**config.mk**
```make
export PLATFORM = sky130hd
export DESIGN_NAME = pwr_seq_ctrl
export DESIGN_NICKNAME = d
export VERILOG_FILES = /design/src/rtl/pwr_seq_ctrl.sv
export SDC_FILE = /design/constraint.sdc
export NUM_CORES = 1
export LEC_CHECK = 0
export CAP_MARGIN = 20
export CORE_ASPECT_RATIO = 1.75
export CORE_MARGIN = 4
export CORE_UTILIZATION = 25
export CTS_CLUSTER_DIAMETER = 200
export DETAILED_ROUTE_END_ITERATION = 8
export PLACE_DENSITY_LB_ADDON = 0.15
export SLEW_MARGIN = 20
export SYNTH_ARGS = -nofsm -noshare
export SYNTH_HDL_FRONTEND = slang
export SYNTH_SLANG_ARGS = --single-unit
```
**constraint.sdc**
```tcl
create_clock -name sys_clk -period 5.7 [get_ports sys_clk]
set_input_delay 1.425 -clock sys_clk [delete_from_list [all_inputs] [get_ports sys_clk]]
set_output_delay 1.425 -clock sys_clk [all_outputs]
set_load 0.1 [all_outputs]
```
**src/rtl/pwr_seq_ctrl.sv**
```systemverilog
// Board power sequencer: VCORE -> P1V8 -> P3V3 -> P1V1 bring-up, PG timeout and
// rail-loss fault latching, and reverse-order power-down.
//
// state   | meaning
// OFF     | all rails off, waiting for pwr_req
// WAIT_VC | waiting for VCORE pg
// DLY_VC  | VCORE good, delay before enabling P1V8
// WAIT_18 | P1V8 enabled, waiting for its pg
// DLY_18  | P1V8 good, delay before enabling P3V3
// WAIT_33 | P3V3 enabled, waiting for its pg
// DLY_33  | P3V3 good, delay before enabling P1V1
// WAIT_11 | P1V1 enabled, waiting for its pg
// DLY_11  | P1V1 good, delay before releasing resets
// ON      | all rails up, resets released
// PDN_11  | P1V1 disabled, delay before dropping P3V3
// PDN_33  | P3V3 disabled, delay before dropping P1V8
// PDN_18  | P1V8 disabled, delay before OFF
// FAULT   | latched fault, everything off
module pwr_seq_ctrl #(
   parameter int ON_DLY_MS     = 6,
   parameter int LAST_DLY_MS   = 10,
   parameter int PG_TIMEOUT_MS = 50,
   parameter int OFF_DLY_MS    = 2
) (
   input  logic       sys_clk,
   input  logic       sys_rst,
   input  logic       ms_tick,
   input  logic       pwr_req,
   input  logic       vcore_pg,
   input  logic       p1v8_pg,
   input  logic       p3v3_pg,
   input  logic       p1v1_pg,
   input  logic       fault_clr,
   output logic       p1v8_en,
   output logic       p3v3_en,
   output logic       p1v1_en,
   output logic       rst_release,
   output logic       fault,
   output logic [2:0] fault_code,
   output logic [3:0] state
);

   typedef enum logic [3:0] {
      S_OFF     = 4'd0,
      S_WAIT_VC = 4'd1,
      S_DLY_VC  = 4'd2,
      S_WAIT_18 = 4'd3,
      S_DLY_18  = 4'd4,
      S_WAIT_33 = 4'd5,
      S_DLY_33  = 4'd6,
      S_WAIT_11 = 4'd7,
      S_DLY_11  = 4'd8,
      S_ON      = 4'd9,
      S_PDN_11  = 4'd10,
      S_PDN_33  = 4'd11,
      S_PDN_18  = 4'd12,
      S_FAULT   = 4'd15
   } state_t;

   localparam logic [7:0] ON_N   = 8'(ON_DLY_MS);
   localparam logic [7:0] LAST_N = 8'(LAST_DLY_MS);
   localparam logic [7:0] TO_N   = 8'(PG_TIMEOUT_MS);
   localparam logic [7:0] OFF_N  = 8'(OFF_DLY_MS);

   state_t     cur, nxt;
   logic [3:0] pg_meta, pg_sync;
   logic [7:0] cnt, cnt_inc;
   logic       vc_ok, ok18, ok33, ok11;
   logic       hit_on, hit_last, hit_to, hit_off;
   logic       loss;
   logic [2:0] loss_code;
   logic       n_en18, n_en33, n_en11, n_rst, n_fault;
   logic [2:0] n_code;

   // bit order {p1v1, p3v3, p1v8, vcore}
   always_ff @(posedge sys_clk) begin
      if (sys_rst) begin
         pg_meta <= '0;
         pg_sync <= '0;
      end else begin
         pg_meta <= {p1v1_pg, p3v3_pg, p1v8_pg, vcore_pg};
         pg_sync <= pg_meta;
      end
   end

   assign vc_ok = pg_sync[0];
   assign ok18  = pg_sync[1];
   assign ok33  = pg_sync[2];
   assign ok11  = pg_sync[3];

   assign cnt_inc  = (ms_tick && cnt != 8'hFF) ? cnt + 8'd1 : cnt;
   assign hit_on   = (cnt_inc == ON_N);
   assign hit_last = (cnt_inc == LAST_N);
   assign hit_to   = (cnt_inc == TO_N);
   assign hit_off  = (cnt_inc == OFF_N);

   // Only rails whose pg has already been accepted are monitored.
   always_comb begin
      loss      = 1'b0;
      loss_code = 3'd0;
      if (cur >= S_DLY_VC && cur <= S_ON) begin
         if (!vc_ok) begin
            loss = 1'b1; loss_code = 3'd1;
         end else if (cur >= S_DLY_18 && !ok18) begin
            loss = 1'b1; loss_code = 3'd5;
         end else if (cur >= S_DLY_33 && !ok33) begin
            loss = 1'b1; loss_code = 3'd6;
         end else if (cur >= S_DLY_11 && !ok11) begin
            loss = 1'b1; loss_code = 3'd7;
         end
      end
   end

   always_comb begin
      nxt     = cur;
      n_en18  = p1v8_en;
      n_en33  = p3v3_en;
      n_en11  = p1v1_en;
      n_rst   = rst_release;
      n_fault = fault;
      n_code  = fault_code;
      case (cur)
         S_OFF:    if (pwr_req) nxt = S_WAIT_VC;
         S_FAULT: begin
            if (fault_clr && !pwr_req) begin
               nxt     = S_OFF;
               n_fault = 1'b0;
               n_code  = 3'd0;
            end
         end
         S_PDN_11: if (hit_off) begin nxt = S_PDN_33; n_en33 = 1'b0; end
         S_PDN_33: if (hit_off) begin nxt = S_PDN_18; n_en18 = 1'b0; end
         S_PDN_18: if (hit_off) nxt = S_OFF;
         default: begin
            if (loss) begin
               nxt = S_FAULT; n_code = loss_code;
            end else if (!pwr_req) begin
               n_rst = 1'b0;
               if (p1v1_en)      begin nxt = S_PDN_11; n_en11 = 1'b0; end
               else if (p3v3_en) begin nxt = S_PDN_33; n_en33 = 1'b0; end
               else if (p1v8_en) begin nxt = S_PDN_18; n_en18 = 1'b0; end
               else                    nxt = S_OFF;
            end else begin
               case (cur)
                  S_WAIT_VC: if (vc_ok) nxt = S_DLY_VC;
                             else if (hit_to) begin nxt = S_FAULT; n_code = 3'd1; end
                  S_DLY_VC:  if (hit_on) begin nxt = S_WAIT_18; n_en18 = 1'b1; end
                  S_WAIT_18: if (ok18) nxt = S_DLY_18;
                             else if (hit_to) begin nxt = S_FAULT; n_code = 3'd2; end
                  S_DLY_18:  if (hit_on) begin nxt = S_WAIT_33; n_en33 = 1'b1; end
                  S_WAIT_33: if (ok33) nxt = S_DLY_33;
                             else if (hit_to) begin nxt = S_FAULT; n_code = 3'd3; end
                  S_DLY_33:  if (hit_on) begin nxt = S_WAIT_11; n_en11 = 1'b1; end
                  S_WAIT_11: if (ok11) nxt = S_DLY_11;
                             else if (hit_to) begin nxt = S_FAULT; n_code = 3'd4; end
                  S_DLY_11:  if (hit_last) begin nxt = S_ON; n_rst = 1'b1; end
                  default:   nxt = cur;
               endcase
            end
            if (nxt == S_FAULT) begin
               n_en18  = 1'b0;
               n_en33  = 1'b0;
               n_en11  = 1'b0;
               n_rst   = 1'b0;
               n_fault = 1'b1;
            end
         end
      endcase
   end

   // A tick on the transition edge counts toward the new state.
   always_ff @(posedge sys_clk) begin
      if (sys_rst) begin
         cur         <= S_OFF;
         cnt         <= 8'd0;
         p1v8_en     <= 1'b0;
         p3v3_en     <= 1'b0;
         p1v1_en     <= 1'b0;
         rst_release <= 1'b0;
         fault       <= 1'b0;
         fault_code  <= 3'd0;
      end else begin
         cur         <= nxt;
         cnt         <= (nxt != cur) ? {7'd0, ms_tick} : cnt_inc;
         p1v8_en     <= n_en18;
         p3v3_en     <= n_en33;
         p1v1_en     <= n_en11;
         rst_release <= n_rst;
         fault       <= n_fault;
         fault_code  <= n_code;
      end
   end

   assign state = cur;

endmodule

```
==> impl_metrics.toml <==
[run_status]
status = "finished clean"

[clocking]
holdBufCountCts = 0
clk_latency_ps = 270
clk_transition_reported_paths_ps = 70
cts_buffers = 3
cts_buffer_depth = 2
cts_resized = 0
cts_tree = "done"
cts.sinks = 28
htreeDepth = 1
cts_setup_buffers = 0
clockRootBuffer = "clkbuf_16"

[power]
clockPowerShare_pct = 11.1
peakVddDrop_mv = 0.216
powerDensity_nw_per_um2 = 559
p_seq_share_pct = 20.4
combPwrFrac_pct = 68.5
p_sw_mw = 0.824
internal_power_mw = 0.657
power_leakage_nw = 0.910
switching_share_pct = 55.7

[worst_setup_path]
reg2reg_setup_slack_ps = 1960
path_class = "in2reg"
r2r.worst_path.cells = 10
endpoint_kind = "register"
critical_path.max_fanout = 16
crit_arrival_ps = 4980
timing.rr.start = "cnt[0]"
rr_endpoint = "cnt[7]"
crit_required_ps = 5880
critPathLaunchType = "input pin"

[yosys]
ys_types = 66
ys_async_sr_fraction_pct = 0
ys.flop_type = "dfxtp_1"
synth_area_per_cell_um2 = 7.40
syn-num-nets = 324
yosys.area.top_type = "dfxtp_1"
synth.area.top_cells = "dfxtp_1 (24%), a21oi_1 (6.5%), nor2_1 (4.2%)"
yosysSeqAreaShare_pct = 24.1
syn-instance-count = 314
synth_seq_cells = 28
yosys.area.top_type_share_pct = 24.1
ys_warn_count = 0
synth_edf_count = 0
syn_area_um2 = 2320

[routing]
route.vias.total = 2331
drtIter0Drc = 90
wl_per_cell_um = 17.1
wl_mm = 7.42
drc = 0
via_per_inst = 5.36
final_antenna_net_count = 0
firstDrtPassIters = 4

[sta]
final.setup_skew_ps = 9.45
fmax_mhz = 209
fin_hold_ws_ps = 437
setup_viol = 0
max_slew.worst_pin.slew_ps = 969
period_minus_slack_ps = 4790
max_slew_margin_pct = 35.2
fin_crit_sh_pct = 84.1
setup_tns_ps = 0
maxSlewViolCount = 0
final_hold_viol_count = 0
rsz0062_at_grt = "false"

[floorplan]
coreArea_um2 = 9090
die_h_um = 136
die-area_um2 = 11000
initial_utilization_pct = 25.6
fp.dieW_um = 80.9
num_rows = 46
io-pin-count = 21

[global_routing]
met1_usage_pct = 15.2
grt_pass1_wl_mm = 12.0
grtUsageMet3_pct = 1.53
grt_overflow = 0
grt_max_degree = 29
grtUsageTotal_pct = 14.2
first_global_vias = 2296
grtUsageMet2_pct = 27.4
antenna_found_initial = 0
busiest_layer = "met2"

[flow_run]
maxCapViolCount = 0

[place]
port_buffers = 20
hpwlAfterDp_mm = 5.73
gp_congestion = 0.844
placed_area_um2 = 2570

[cells_and_area]
layout_commonest_cell = "a21oi_1"
area_growth_pct = 13.9
drive_above_1_share_pct = 7.62
antenna_cells = 0
mostFrequentLayoutCells = "a21oi_1 (30), dfxtp_1 (28), nor2_1 (26)"
fin_nets = 327
finalInstanceArea_um2 = 2650

[hold_path]
hold_depth = 1
whs_endpoint = "pg_sync[2]"
hp-start = "pg_meta[2]"
hold_path_class = "reg2reg"
critical path, stage by stage:
cell	delay, ps
clkdlybuf4s50_1	770
nand3_1	180
a211o_1	310
a21o_1	260
nor4_1	440
a221oi_1	190
a21oi_1	320
xor2_1	150
or3_1	580
a2111oi_4	350
through the flow:
stage / setup WS [ps] / std cells / utilization [%] / power, mW
after global placement: 622 / 432 / 28.3 / 1.33
after global routing: 541 / 435 / 29.1 / 1.59
after floorplan: 1850 / 314 / - / 1.10
final: 905 / 435 / 29.1 / 1.48
after detailed placement: 593 / 432 / 28.3 / 1.32
after CTS: 866 / 435 / 29.1 / 1.49
worst max-delay path by stage:
stage             from      to  slack [ps]
2_1_floorplan  ms_tick  cnt[7]        1850
3_3_place_gp   ms_tick  cnt[5]         620
3_5_place_dp   ms_tick  cnt[7]         590
4_1_cts        ms_tick  cnt[7]         870
5_1_grt        ms_tick  cnt[7]         540
6_report       ms_tick  cnt[7]         910
cells in the mapped netlist, drive strengths merged (2+ instances only):
cell type / n
a211oi: 8
buf: 13
and2: 4
inv: 9
dfxtp: 28
or2: 5
nand2: 24
o21bai: 3
a41oi: 2
nor3: 15
nor2b: 12
nor2: 26
o211ai: 3
nor4: 6
or3: 4
clkbuf: 13
o21ai: 16
a21oi: 30
o21a: 2
nor3b: 2
nand2b: 7
a22o: 2
a221oi: 4
a21o: 6
xnor2: 2
a31oi: 2
a22oi: 5
nand4: 7
a2111oi: 3
and3: 5
nand3: 13
o2111ai: 4
o31ai: 2
xor2: 3
mux2i: 7
final cells by class:
| type | count | area (um^2) |
|---|---|---|
| Sequential cell | 28 | 561 |
| Timing Repair Buffer | 24 | 230 |
| Fill cell | 1057 | 6440 |
| Clock buffer | 3 | 75.1 |
| Inverter | 9 | 33.8 |
| Tap cell | 120 | 150 |
| Multi-Input combinational cell | 251 | 1600 |
flip-flops by register name (all words and copies together), names as in the netlist:
name and cells:
fault 1, pg_meta 4, p1v8_en 1, pg_sync 4, fault_code 3, p1v1_en 1
p3v3_en 1, rst_release 1, state 4, cnt 8
per-layer routing:
layer | up-vias | part of all wire [%]
li1 | 1174 | -
met1 | 1090 | 39
met3 | 9 | 2.8
met4 | 0 | 2.0
met2 | 58 | 56
met5 | - | 0
kinds of logic (layout without fill, tap and decap cells):
family                     count (synthesis)  after routing  share of synthesized area, %
and+or+nand+nor                          135            135                          31.2
xor gates and xnor gates                   5              5                          1.88
DFF                                       28             28                          24.1
muxes                                      7              7                          3.01
adders and majority gates                  1              1                         0.538
AOI/OAI and AO/OA                        103            103                          32.2
buffers and inverters                     35             36                          7.10
power groups by stage:
stage                     clock network [mW]  logic, mW  registers [mW]
after floorplan                            0      0.665           0.431
after global placement                     0       1.02           0.308
after detailed placement                   0       1.01           0.306
after CTS                              0.173       1.01           0.303
after global routing                   0.180       1.10           0.311
final                                  0.165       1.01           0.302
(Power assumes the default switching activity.)
